$ cat src/rtl/piso_serializer.sv
// piso_serializer: parallel-in serial-out stage with a valid/ready intake.
//
// Each accepted WIDTH-bit word is shifted out one bit per clock. The first bit
// appears on the cycle after the accept. The frame's final bit is flagged with
// last. A new word may be accepted on the last-bit edge, so frames stream
// back to back with no idle cycle.
//
// Optional feature (compile-time macro PISO_PARITY_EN):
//   defined   - an even-parity bit (XOR of the word, captured at accept) is
//               appended after the data bits; frame length is WIDTH+1.
//   undefined - no parity storage or logic; frame length is WIDTH.
//
// Parameters:
//   WIDTH      data word width in bits (>= 2)
//   MSB_FIRST  1 = bit WIDTH-1 leaves first, 0 = bit 0 leaves first
//
// Ports:
//   clk         rising-edge clock
//   rst         synchronous reset, active-low
//   d           parallel word from upstream
//   d_valid     word on d is valid
//   d_ready     word is taken on this edge when d_valid=1 (combinational)
//   sout        serial data bit (registered)
//   sout_valid  sout carries a frame bit this cycle (registered)
//   last        sout is the final bit of the frame (registered)
//   busy        frame in progress (registered)
module piso_serializer #(
    parameter int unsigned WIDTH     = 4,
    parameter int unsigned MSB_FIRST = 1
) (
    input  logic             clk,
    input  logic             rst,
    input  logic [WIDTH-1:0] d,
    input  logic             d_valid,
    output logic             d_ready,
    output logic             sout,
    output logic             sout_valid,
    output logic             last,
    output logic             busy
);

`ifdef PISO_PARITY_EN
    localparam int unsigned FRAME_LEN = WIDTH + 1;
`else
    localparam int unsigned FRAME_LEN = WIDTH;
`endif
    localparam int unsigned CNT_W    = $clog2(WIDTH + 1);
    localparam logic [CNT_W-1:0] LAST_IDX = CNT_W'(FRAME_LEN - 1);

    typedef enum logic [0:0] {
        StIdle,
        StShift
    } state_e;

    state_e             state_q, state_d;
    logic [WIDTH-1:0]   shreg_q, shreg_d;
    logic [CNT_W-1:0]   cnt_q, cnt_d;
    logic               sout_q, sout_d;
    logic               sout_valid_q, sout_valid_d;
    logic               last_q, last_d;
    logic               busy_q, busy_d;
    logic               accept;
    logic               load;
    logic [WIDTH-1:0]   shifted;
    logic               head_bit;
`ifdef PISO_PARITY_EN
    logic               parity_q, parity_d;
`endif

    // Ready only in IDLE or while the final bit of a frame is on the output,
    // which is what allows zero-gap streaming.
    assign d_ready = (state_q == StIdle) || ((state_q == StShift) && last_q);
    assign accept  = d_valid && d_ready;

    // Shift toward the output end; the vacated end fills with 0.
    always_comb begin
        shifted = '0;
        if (MSB_FIRST != 0) begin
            shifted = {shreg_q[WIDTH-2:0], 1'b0};
        end else begin
            shifted = {1'b0, shreg_q[WIDTH-1:1]};
        end
    end

    // Next-state logic.
    always_comb begin
        state_d = state_q;
        shreg_d = shreg_q;
        cnt_d   = cnt_q;
        load    = 1'b0;
`ifdef PISO_PARITY_EN
        parity_d = parity_q;
`endif
        unique case (state_q)
            StIdle: begin
                if (accept) begin
                    state_d = StShift;
                    load    = 1'b1;
                end
            end
            StShift: begin
                if (last_q) begin
                    if (accept) begin
                        load = 1'b1;
                    end else begin
                        state_d = StIdle;
                        shreg_d = '0;
                        cnt_d   = '0;
                    end
                end else begin
                    shreg_d = shifted;
                    cnt_d   = cnt_q + CNT_W'(1);
                end
            end
        endcase
        if (load) begin
            shreg_d = d;
            cnt_d   = '0;
`ifdef PISO_PARITY_EN
            parity_d = ^d;
`endif
        end
    end

    // Registered outputs are computed from the next state so they line up
    // with the shift register contents of the following cycle.
    always_comb begin
        head_bit     = (MSB_FIRST != 0) ? shreg_d[WIDTH-1] : shreg_d[0];
        busy_d       = (state_d == StShift);
        sout_valid_d = (state_d == StShift);
        last_d       = (state_d == StShift) && (cnt_d == LAST_IDX);
        sout_d       = 1'b0;
        if (state_d == StShift) begin
`ifdef PISO_PARITY_EN
            sout_d = (cnt_d == CNT_W'(WIDTH)) ? parity_d : head_bit;
`else
            sout_d = head_bit;
`endif
        end
    end

    always_ff @(posedge clk) begin
        if (!rst) begin
            state_q      <= StIdle;
            shreg_q      <= '0;
            cnt_q        <= '0;
            sout_q       <= 1'b0;
            sout_valid_q <= 1'b0;
            last_q       <= 1'b0;
            busy_q       <= 1'b0;
`ifdef PISO_PARITY_EN
            parity_q     <= 1'b0;
`endif
        end else begin
            state_q      <= state_d;
            shreg_q      <= shreg_d;
            cnt_q        <= cnt_d;
            sout_q       <= sout_d;
            sout_valid_q <= sout_valid_d;
            last_q       <= last_d;
            busy_q       <= busy_d;
`ifdef PISO_PARITY_EN
            parity_q     <= parity_d;
`endif
        end
    end

    assign sout       = sout_q;
    assign sout_valid = sout_valid_q;
    assign last       = last_q;
    assign busy       = busy_q;

endmodule

$ cat config.mk
export PLATFORM = sky130hd
export DESIGN_NAME = piso_serializer
export DESIGN_NICKNAME = d
export VERILOG_FILES = /design/src/rtl/piso_serializer.sv
export SDC_FILE = /design/constraint.sdc
export NUM_CORES = 1
export LEC_CHECK = 0
export ABC_AREA = 1
export BUFFER_PORTS_ARGS = -buffer_cell sky130_fd_sc_hd__buf_2
export CAP_MARGIN = 40
export CORE_ASPECT_RATIO = 1.2
export CORE_MARGIN = 1.5
export CORE_UTILIZATION = 25
export DETAILED_ROUTE_END_ITERATION = 6
export PLACE_DENSITY = 0.48
export SLEW_MARGIN = 20
export SYNTH_ARGS = -nofsm -noshare
export SYNTH_HDL_FRONTEND = slang
export SYNTH_SLANG_ARGS = --single-unit
$ cat constraint.sdc
create_clock -name clk -period 1.39 [get_ports clk]
set_input_delay 0.0695 -clock clk [delete_from_list [all_inputs] [get_ports clk]]
set_output_delay 0.0695 -clock clk [all_outputs]
set_load 0.03 [all_outputs]
==> results of run 1 <==
-- path summary, 6_finish.rpt --
| path | endpoint | slack (ps) | startpoint |
|---|---|---|---|
| min | shreg_q[2] | 60 | d[2] |
| max reg2reg | shreg_q[3] | 340 | busy |
| max | d_ready | 230 | busy |
| min reg2reg | shreg_q[0] | 480 | shreg_q[0] |
-- per-stage QoR --
step | hold slack (ps) | utilization [%] | power [mW] | cells
5_1_grt | 74.2 | 33.0 | 0.625 | 97
4_1_cts | 49.1 | 33.0 | 0.601 | 97
3_3_place_gp | 325 | 31.7 | 0.408 | 94
6_report | 60.7 | 33.0 | 0.586 | 97
3_5_place_dp | 330 | 31.7 | 0.408 | 94
2_1_floorplan | 212 | - | 0.381 | 66
-- where the power goes --
group | total [mW] | switching, mW | leakage [nW] | internal [mW]
Sequential | 0.312 | 0.0113 | 0.0819 | 0.301
Clock | 0.185 | 0.0861 | 0.0138 | 0.0993
Combinational | 0.0884 | 0.0585 | 0.190 | 0.0300
-- cells by family after synthesis --
group	synth area share, %
flip-flops	42.7
AO/OA/AOI/OAI	7.47
buffers and inverters	8.80
adder cells (fa/ha/maj)	2.67
AND/OR/NAND/NOR	38.4
-- critical path, cell delays in order, from the launching register on --
cell	delay (ps)
sky130_fd_sc_hd__dfxtp_1	490
sky130_fd_sc_hd__nand2_2	140
sky130_fd_sc_hd__buf_2	200
-- final cells by class --
type                    count  share of cell area (%)
repair buffers             11                    9.80
inverters                   9                    6.01
clock buffers               3                    4.01
well taps                  18                    4.01
flip-flops and latches     10                    35.6
multi-input cells          46                    40.5
-- layout by cell type, fill, tap and decap left out, drive strengths merged --
| cell type | n |
|---|---|
| a21oi | 6 |
| buf | 11 |
| clkbuf | 3 |
| dfxtp | 10 |
| ha | 1 |
| inv | 9 |
| nand2 | 28 |
| nand3 | 2 |
| nor2 | 8 |
| o21ai | 1 |
-- sequential cells by signal, indices dropped and copies added (netlist names) --
signal,flops
busy,1
cnt_q,3
last,1
shreg_q,4
sout,1
-- routing by layer --
layer / vias up / wire length, µm
met5: - / 0
met4: 0 / 14
li1: 230 / -
met3: 2 / 51
met2: 14 / 413
met1: 178 / 416
==> flow_summary.html, run 1 <==
<table>
<tr><th>Metric</th><th>Value</th></tr>
<tr><th colspan="2">Timing</th></tr>
<tr><td>Tightest Pin Transition</td><td>299 ps</td></tr>
<tr><td>Layout Skew</td><td>2.69 ps</td></tr>
<tr><td>RSZ-0062 raised after global routing</td><td>no</td></tr>
<tr><td>Number of pins exceeding their max-slew limit in the final report</td><td>0</td></tr>
<tr><td>Final cycle utilization of the critical path</td><td>a little over four fifths</td></tr>
<tr><td>Slew headroom</td><td>80.0%</td></tr>
<tr><td>Max frequency</td><td>863 MHz</td></tr>
<tr><td>Setup TNS</td><td>0 ps</td></tr>
<tr><td># setup viols final</td><td>0</td></tr>
<tr><td>Time the final worst path needs with I/O delays and setup</td><td>1160 ps</td></tr>
<tr><td>Number of hold violations in the final report</td><td>0</td></tr>
<tr><td>Final Worst Setup Slack</td><td>232 ps</td></tr>
<tr><th colspan="2">Routing</th></tr>
<tr><td>Detailed-router iteration count before antenna repair</td><td>4</td></tr>
<tr><td>Antenna-violating nets left</td><td>0</td></tr>
<tr><td>DR DRC count</td><td>0</td></tr>
<tr><td>Total number of vias</td><td>424</td></tr>
<tr><td>Total routed wirelength</td><td>a little under 900 µm</td></tr>
<tr><td>Per-cell routed wire length</td><td>9.23 µm</td></tr>
<tr><td>Post-detailed-route via-to-cell ratio</td><td>approximately 4.4</td></tr>
<tr><td>Starting DRC count in detailed routing</td><td>5</td></tr>
<tr><th colspan="2">Floorplan</th></tr>
<tr><td>Die height</td><td>50.5 µm</td></tr>
<tr><td>Effective utilization at floorplan</td><td>27.6%</td></tr>
<tr><td>Die span in x</td><td>42.5 µm</td></tr>
<tr><td>Rows</td><td>16</td></tr>
<tr><td>Die Footprint</td><td>2150 µm²</td></tr>
<tr><td>Floorplan core area</td><td>1700 µm²</td></tr>
<tr><td>I/O pin cnt</td><td>12</td></tr>
<tr><th colspan="2">Power and ir drop</th></tr>
<tr><td>Worst vdd rail ir drop</td><td>379 µV</td></tr>
<tr><td>Leakage</td><td>0.285 nW</td></tr>
<tr><td>Power Density</td><td>1040 nW/µm²</td></tr>
<tr><th colspan="2">Cells and area</th></tr>
<tr><td>Area grow syn2layout</td><td>19.7%</td></tr>
<tr><td>Antenna cells</td><td>0</td></tr>
<tr><td>Flip-flop and latch area</td><td>200 µm²</td></tr>
<tr><td>Share of cells above drive strength 1</td><td>34.2%</td></tr>
<tr><td>Multi-input gate area</td><td>228 µm²</td></tr>
<tr><td>Number of nets in the layout</td><td>89</td></tr>
<tr><td>Final Instance Area</td><td>562 µm²</td></tr>
<tr><td>Fill cell total of the finished layout</td><td>193</td></tr>
<tr><th colspan="2">Yosys</th></tr>
<tr><td>Number of flip-flops and latches in the synthesized netlist</td><td>10</td></tr>
<tr><td>Synth top area share</td><td>42.7%</td></tr>
<tr><td>Fraction of the yosys area taken by sequential cells</td><td>42.7%</td></tr>
<tr><td>Netlist area before placement</td><td>469 µm²</td></tr>
<tr><td>Count of unique library cells instantiated by Yosys</td><td>14</td></tr>
<tr><td>Cells taking the most area after synthesis</td><td>sky130_fd_sc_hd__dfxtp_1, sky130_fd_sc_hd__nand2_1, sky130_fd_sc_hd__a21oi_1</td></tr>
<tr><td>Number of flops mapped to enable cells by yosys</td><td>0</td></tr>
<tr><td>Count leader, synth</td><td>sky130_fd_sc_hd__nand2_1</td></tr>
<tr><td>Synth async-reset ratio</td><td>0%</td></tr>
<tr><td>Syn avg cell area</td><td>7.11 µm²</td></tr>
<tr><td>Dominant synthesized flop cell</td><td>sky130_fd_sc_hd__dfxtp_1</td></tr>
<tr><td>Area leader, netlist</td><td>sky130_fd_sc_hd__dfxtp_1</td></tr>
<tr><td>Total nets after synthesis</td><td>74</td></tr>
<tr><td>Top cell types by occurrence after synthesis</td><td>sky130_fd_sc_hd__nand2_1, sky130_fd_sc_hd__dfxtp_1, sky130_fd_sc_hd__a21oi_1, sky130_fd_sc_hd__inv_1</td></tr>
<tr><td>Number of instances in the synthesized netlist</td><td>66</td></tr>
<tr><td>Number of warnings reported in the yosys synthesis log</td><td>0</td></tr>
<tr><th colspan="2">Placed design</th></tr>
<tr><td>Setup slack after placement</td><td>347 ps</td></tr>
<tr><td>Cell area after placement</td><td>539 µm²</td></tr>
<tr><td>Detailed Place HPWL</td><td>between 700 and 800 µm</td></tr>
<tr><td>Final estimated routing congestion in global placement</td><td>between 0.7 and 0.8</td></tr>
<tr><td>Port Buffer Count</td><td>11</td></tr>
<tr><th colspan="2">Global route</th></tr>
<tr><td>Total track usage</td><td>~9.6%</td></tr>
<tr><td>Maximum number of pins on one net before global-route repair</td><td>9</td></tr>
<tr><td>Layer with the highest usage after global routing</td><td>met2</td></tr>
<tr><td>GRT met3 Usage</td><td>2.16%</td></tr>
<tr><td>Overflow after GRT</td><td>0</td></tr>
<tr><td>Number of global-route vias before repair</td><td>366</td></tr>
<tr><td>GR Layer Usage met2</td><td>14.4%</td></tr>
<tr><td>Global routing met1 resource utilization</td><td>11.5%</td></tr>
<tr><td>Antenna violations before repair</td><td>0</td></tr>
<tr><td>First-pass GRT wire length</td><td>1500 µm</td></tr>
<tr><th colspan="2">Clock tree</th></tr>
<tr><td>Clock latency reported for the late side of the worst-skew pair</td><td>250 ps</td></tr>
<tr><td>Number of buffers on the longest clock path</td><td>2</td></tr>
<tr><td>CTS buffer count</td><td>3</td></tr>
<tr><td>Total of cells resized after clock tree synthesis</td><td>0</td></tr>
<tr><td>Clock slew seen by the registers of the worst setup and hold paths</td><td>about 60 ps</td></tr>
<tr><td>Clock tree from TritonCTS</td><td>done</td></tr>
<tr><td>Clk Tree Root Cell</td><td>sky130_fd_sc_hd__clkbuf_4</td></tr>
<tr><td>Count of H-tree levels built during CTS</td><td>1</td></tr>
<tr><td>Post-CTS repair timing setup buffer count</td><td>0</td></tr>
<tr><td>Clock sink total</td><td>10</td></tr>
<tr><td>CTS hold repair buffers</td><td>0</td></tr>
<tr><th colspan="2">Worst hold path</th></tr>
<tr><td>Kind of path behind the tightest hold check</td><td>in2reg</td></tr>
<tr><td>Instance count along the most critical hold path</td><td>3</td></tr>
<tr><th colspan="2">Critical path</th></tr>
<tr><td>Endpoint kind of the worst setup timing path</td><td>output pin</td></tr>
<tr><td>Crit path kind</td><td>reg2out</td></tr>
<tr><td>Arr. time, crit path</td><td>1090 ps</td></tr>
<tr><td>Critical path fanouts, max</td><td>8</td></tr>
<tr><td>Number of cells on the worst reg-to-reg path</td><td>5</td></tr>
<tr><td>Startpoint class of the critical path</td><td>flip-flop</td></tr>
<tr><td>WP data required</td><td>1320 ps</td></tr>
<tr><th colspan="2">Status</th></tr>
<tr><td>Outcome</td><td>complete, no violations</td></tr>
<tr><th colspan="2">Job</th></tr>
<tr><td>Max-Cap Viols</td><td>0</td></tr>
</table>
Note: power is estimated with default switching activity, not from simulation.
==> inputs of run 2 (changes only) <==
--- a/config.mk
+++ b/config.mk
@@ -12,7 +12,7 @@
 export CORE_MARGIN = 1.5
 export CORE_UTILIZATION = 25
 export DETAILED_ROUTE_END_ITERATION = 6
-export PLACE_DENSITY = 0.48
+export PLACE_DENSITY = 0.49
 export SLEW_MARGIN = 20
 export SYNTH_ARGS = -nofsm -noshare
 export SYNTH_HDL_FRONTEND = slang
==> constraint.sdc (replaced) <==
create_clock -name clk -period 1.05 [get_ports clk]
set_input_delay 0.0525 -clock clk [delete_from_list [all_inputs] [get_ports clk]]
set_output_delay 0.0525 -clock clk [all_outputs]
set_load 0.03 [all_outputs]
==> run 2 against run 1 <==
Compared with the run above: combinational power up 38%; largest cell class unchanged; clock-buffer cell count unchanged; utilization grew 1.6 points; first-iteration DRC count shrank 40%; non-clock buffer count did not move; cell count unchanged; power up 33%; sequential share of layout area is 0.18 points lower.
==> flow_summary.html, run 2 (synthesis gave the netlist of run 1 again) <==
<table>
<tr><th>Metric</th><th>Value</th></tr>
<tr><th colspan="2">Status</th></tr>
<tr><td>Outcome</td><td>complete, no violations (unchanged)</td></tr>
<tr><th colspan="2">Cells and area</th></tr>
<tr><td>Most common library cell in the layout ignoring fill and taps</td><td>sky130_fd_sc_hd__nand2_1 (unchanged)</td></tr>
<tr><td>Most used cells in the layout excluding fill and tap cells</td><td>sky130_fd_sc_hd__nand2_1, sky130_fd_sc_hd__buf_2, sky130_fd_sc_hd__dfxtp_1 (unchanged)</td></tr>
<tr><td>Number of flip-flops in the largest register</td><td>4 (unchanged)</td></tr>
<tr><td>Number of nets in the layout</td><td>89 (unchanged)</td></tr>
<tr><td>Area grow syn2layout</td><td>25.6% (was 19.7%)</td></tr>
<tr><td>Antenna cells</td><td>0 (unchanged)</td></tr>
<tr><td>Reg with most FFs</td><td>shreg_q (unchanged)</td></tr>
<tr><td>Top flop regs</td><td>shreg_q (4), cnt_q (3) (unchanged)</td></tr>
<tr><td>Final standard cell count with taps included and fillers excluded</td><td>97 (unchanged)</td></tr>
<tr><td>Share of cells above drive strength 1</td><td>41.8% (was 34.2%)</td></tr>
<tr><td>Fill cell total of the finished layout</td><td>200 (was 193)</td></tr>
<tr><th colspan="2">Timing</th></tr>
<tr><td>Number of hold violations in the final report</td><td>0 (unchanged)</td></tr>
<tr><td>Max frequency</td><td>approximately 1000 MHz</td></tr>
<tr><td>Time the final worst path needs with I/O delays and setup</td><td>1000 ps</td></tr>
<tr><td>Slew headroom</td><td>84.9% (was 80.0%)</td></tr>
<tr><td>Tightest Pin Transition</td><td>224 ps (was 299 ps)</td></tr>
<tr><td>Final Worst Setup Slack</td><td>48.7 ps (was 232 ps)</td></tr>
<tr><td>Number of pins exceeding their max-slew limit in the final report</td><td>0 (unchanged)</td></tr>
<tr><td>RSZ-0062 raised after global routing</td><td>yes (was no)</td></tr>
<tr><td>Final cycle utilization of the critical path</td><td>95.4%</td></tr>
<tr><td>Layout Skew</td><td>1.22 ps (was 2.69 ps)</td></tr>
<tr><td>Hold slack</td><td>39.0 ps (was 60.7 ps)</td></tr>
<tr><td># setup viols final</td><td>0 (unchanged)</td></tr>
<tr><th colspan="2">Critical path</th></tr>
<tr><td>Startpoint class of the critical path</td><td>flip-flop (unchanged)</td></tr>
<tr><td>Arr. time, crit path</td><td>950 ps (was 1090 ps)</td></tr>
<tr><td>Number of cells on the worst reg-to-reg path</td><td>5 (unchanged)</td></tr>
<tr><td>Endpoint kind of the worst setup timing path</td><td>output pin (unchanged)</td></tr>
<tr><td>Delay contributed by the slowest stage of the critical path</td><td>360 ps (was 490 ps)</td></tr>
<tr><td>Crit path kind</td><td>reg2out (unchanged)</td></tr>
<tr><td>Critical path fanouts, max</td><td>4 (was 8)</td></tr>
<tr><td>Cell-by-cell trace of the critical path</td><td>inv_2 &gt; nand2_4 &gt; buf_4 (was nand2_2 &gt; buf_2)</td></tr>
<tr><td>Slowest cell on crit path</td><td>sky130_fd_sc_hd__dfxtp_4 (was sky130_fd_sc_hd__dfxtp_1)</td></tr>
<tr><td>WP data required</td><td>1000 ps (was 1320 ps)</td></tr>
<tr><th colspan="2">Clock tree</th></tr>
<tr><td>Clock sink total</td><td>10 (unchanged)</td></tr>
<tr><td>Number of buffers on the longest clock path</td><td>2 (unchanged)</td></tr>
<tr><td>Clock latency reported for the late side of the worst-skew pair</td><td>260 ps (was 250 ps)</td></tr>
<tr><td>CTS buffer count</td><td>3 (unchanged)</td></tr>
<tr><td>Clock slew seen by the registers of the worst setup and hold paths</td><td>60 ps (about the same)</td></tr>
<tr><td>Count of H-tree levels built during CTS</td><td>1 (unchanged)</td></tr>
<tr><td>Clock tree from TritonCTS</td><td>done (unchanged)</td></tr>
<tr><td>Post-CTS repair timing setup buffer count</td><td>0 (unchanged)</td></tr>
<tr><td>Clk Tree Root Cell</td><td>sky130_fd_sc_hd__clkbuf_4 (unchanged)</td></tr>
<tr><th colspan="2">Power and ir drop</th></tr>
<tr><td>PnR Total Power</td><td>781 µW (was 586 µW)</td></tr>
<tr><td>Leakage</td><td>0.290 nW (was 0.285 nW)</td></tr>
<tr><td>Power Density</td><td>1330 nW/µm² (was 1040 nW/µm²)</td></tr>
<tr><td>Worst vdd rail ir drop</td><td>625 µV (was 379 µV)</td></tr>
<tr><th colspan="2">Job</th></tr>
<tr><td>Max-Cap Viols</td><td>0 (unchanged)</td></tr>
<tr><th colspan="2">Routing</th></tr>
<tr><td>DR DRC count</td><td>0 (unchanged)</td></tr>
<tr><td>Detailed-router iteration count before antenna repair</td><td>4 (unchanged)</td></tr>
<tr><td>Starting DRC count in detailed routing</td><td>3 (was 5)</td></tr>
<tr><td>Total routed wirelength</td><td>888 µm (was 895 µm)</td></tr>
<tr><td>Per-cell routed wire length</td><td>9.15 µm (was 9.23 µm)</td></tr>
<tr><td>Total number of vias</td><td>422 (was 424)</td></tr>
<tr><td>Antenna-violating nets left</td><td>0 (unchanged)</td></tr>
<tr><td>Post-detailed-route via-to-cell ratio</td><td>4.35 (was 4.37)</td></tr>
<tr><th colspan="2">Floorplan</th></tr>
<tr><td>Effective utilization at floorplan</td><td>27.6% (unchanged)</td></tr>
<tr><td>Rows</td><td>16 (unchanged)</td></tr>
<tr><td>I/O pin cnt</td><td>12 (unchanged)</td></tr>
<tr><td>Floorplan core area</td><td>1700 µm² (unchanged)</td></tr>
<tr><td>Die span in x</td><td>42.5 µm (unchanged)</td></tr>
<tr><td>Die Footprint</td><td>2150 µm² (unchanged)</td></tr>
<tr><td>Die height</td><td>50.5 µm (unchanged)</td></tr>
<tr><th colspan="2">Global route</th></tr>
<tr><td>Number of global-route vias before repair</td><td>383 (was 366)</td></tr>
<tr><td>First-pass GRT wire length</td><td>1500 µm (unchanged)</td></tr>
<tr><td>Total track usage</td><td>9.93% (was 9.60%)</td></tr>
<tr><td>Overflow after GRT</td><td>0 (unchanged)</td></tr>
<tr><td>Antenna violations before repair</td><td>0 (unchanged)</td></tr>
<tr><td>Maximum number of pins on one net before global-route repair</td><td>9 (unchanged)</td></tr>
<tr><th colspan="2">Placed design</th></tr>
<tr><td>Final estimated routing congestion in global placement</td><td>0.718 (was 0.766)</td></tr>
<tr><td>Port Buffer Count</td><td>11 (unchanged)</td></tr>
<tr><td>Cell count after placement</td><td>94 (unchanged)</td></tr>
<tr><td>Setup slack after placement</td><td>76.3 ps (was 347 ps)</td></tr>
<tr><td>Detailed Place HPWL</td><td>693 µm (was 729 µm)</td></tr>
<tr><th colspan="2">Worst hold path</th></tr>
<tr><td>Kind of path behind the tightest hold check</td><td>in2reg (unchanged)</td></tr>
<tr><td>Instance count along the most critical hold path</td><td>3 (unchanged)</td></tr>
</table>
==> run 2: what timing repair did <==
item	in CTS	in global routing
hold endpoints to repair	0	0
hold buffers	0	0
setup endpoints to repair	0	3
gates resized for setup	0	8
==> run 2: worst paths after layout <==
path,from,to,slack (ps)
setup / recovery,last,d_ready,50
hold reg to reg,cnt_q[0],cnt_q[0],480
hold / removal,d[2],shreg_q[2],40
setup reg to reg,cnt_q[0],last,70
==> run 2: power by group <==
part / switching, mW / internal, mW / total, mW / leakage [nW]
combinational: 0.0781 / 0.0439 / 0.122 / 0.193
sequential: 0.0159 / 0.396 / 0.412 / 0.0835
clock: 0.116 / 0.132 / 0.247 / 0.0138
==> run 2: worst max-delay path, delay by kind of cell, from the launching register on <==
kind / cells / cell delay (ps)
simple gates: 1 / 70
buf+inv: 2 / 260
flops: 1 / 360
==> run 2: layout make-up <==
type	instances	area, µm²	share of cell area [%]
clock buffers	3	22.5	3.82
inverters	9	33.8	5.73
multi-input cells	46	244	41.4
flip-flops and latches	10	209	35.5
well taps	18	22.5	3.82
repair buffers	11	57.6	9.77
==> run 2: stage by stage <==
stage          TNS, ps  utilization (%)  area [µm²]
2_1_floorplan        0                -         477
3_3_place_gp         0             32.1         547
3_5_place_dp         0             32.1         547
4_1_cts              0             33.5         569
5_1_grt          -7.32             34.6         589
6_report             0             34.6         589
==> run 2: per-layer routing <==
metal	global-route usage (%)	share of wire, %	up-vias
li1	-	-	229
met1	11.0	45	176
met2	15.4	46	13
met3	3.24	5.9	4
met4	7.81	2.9	0
met5	0	0	-
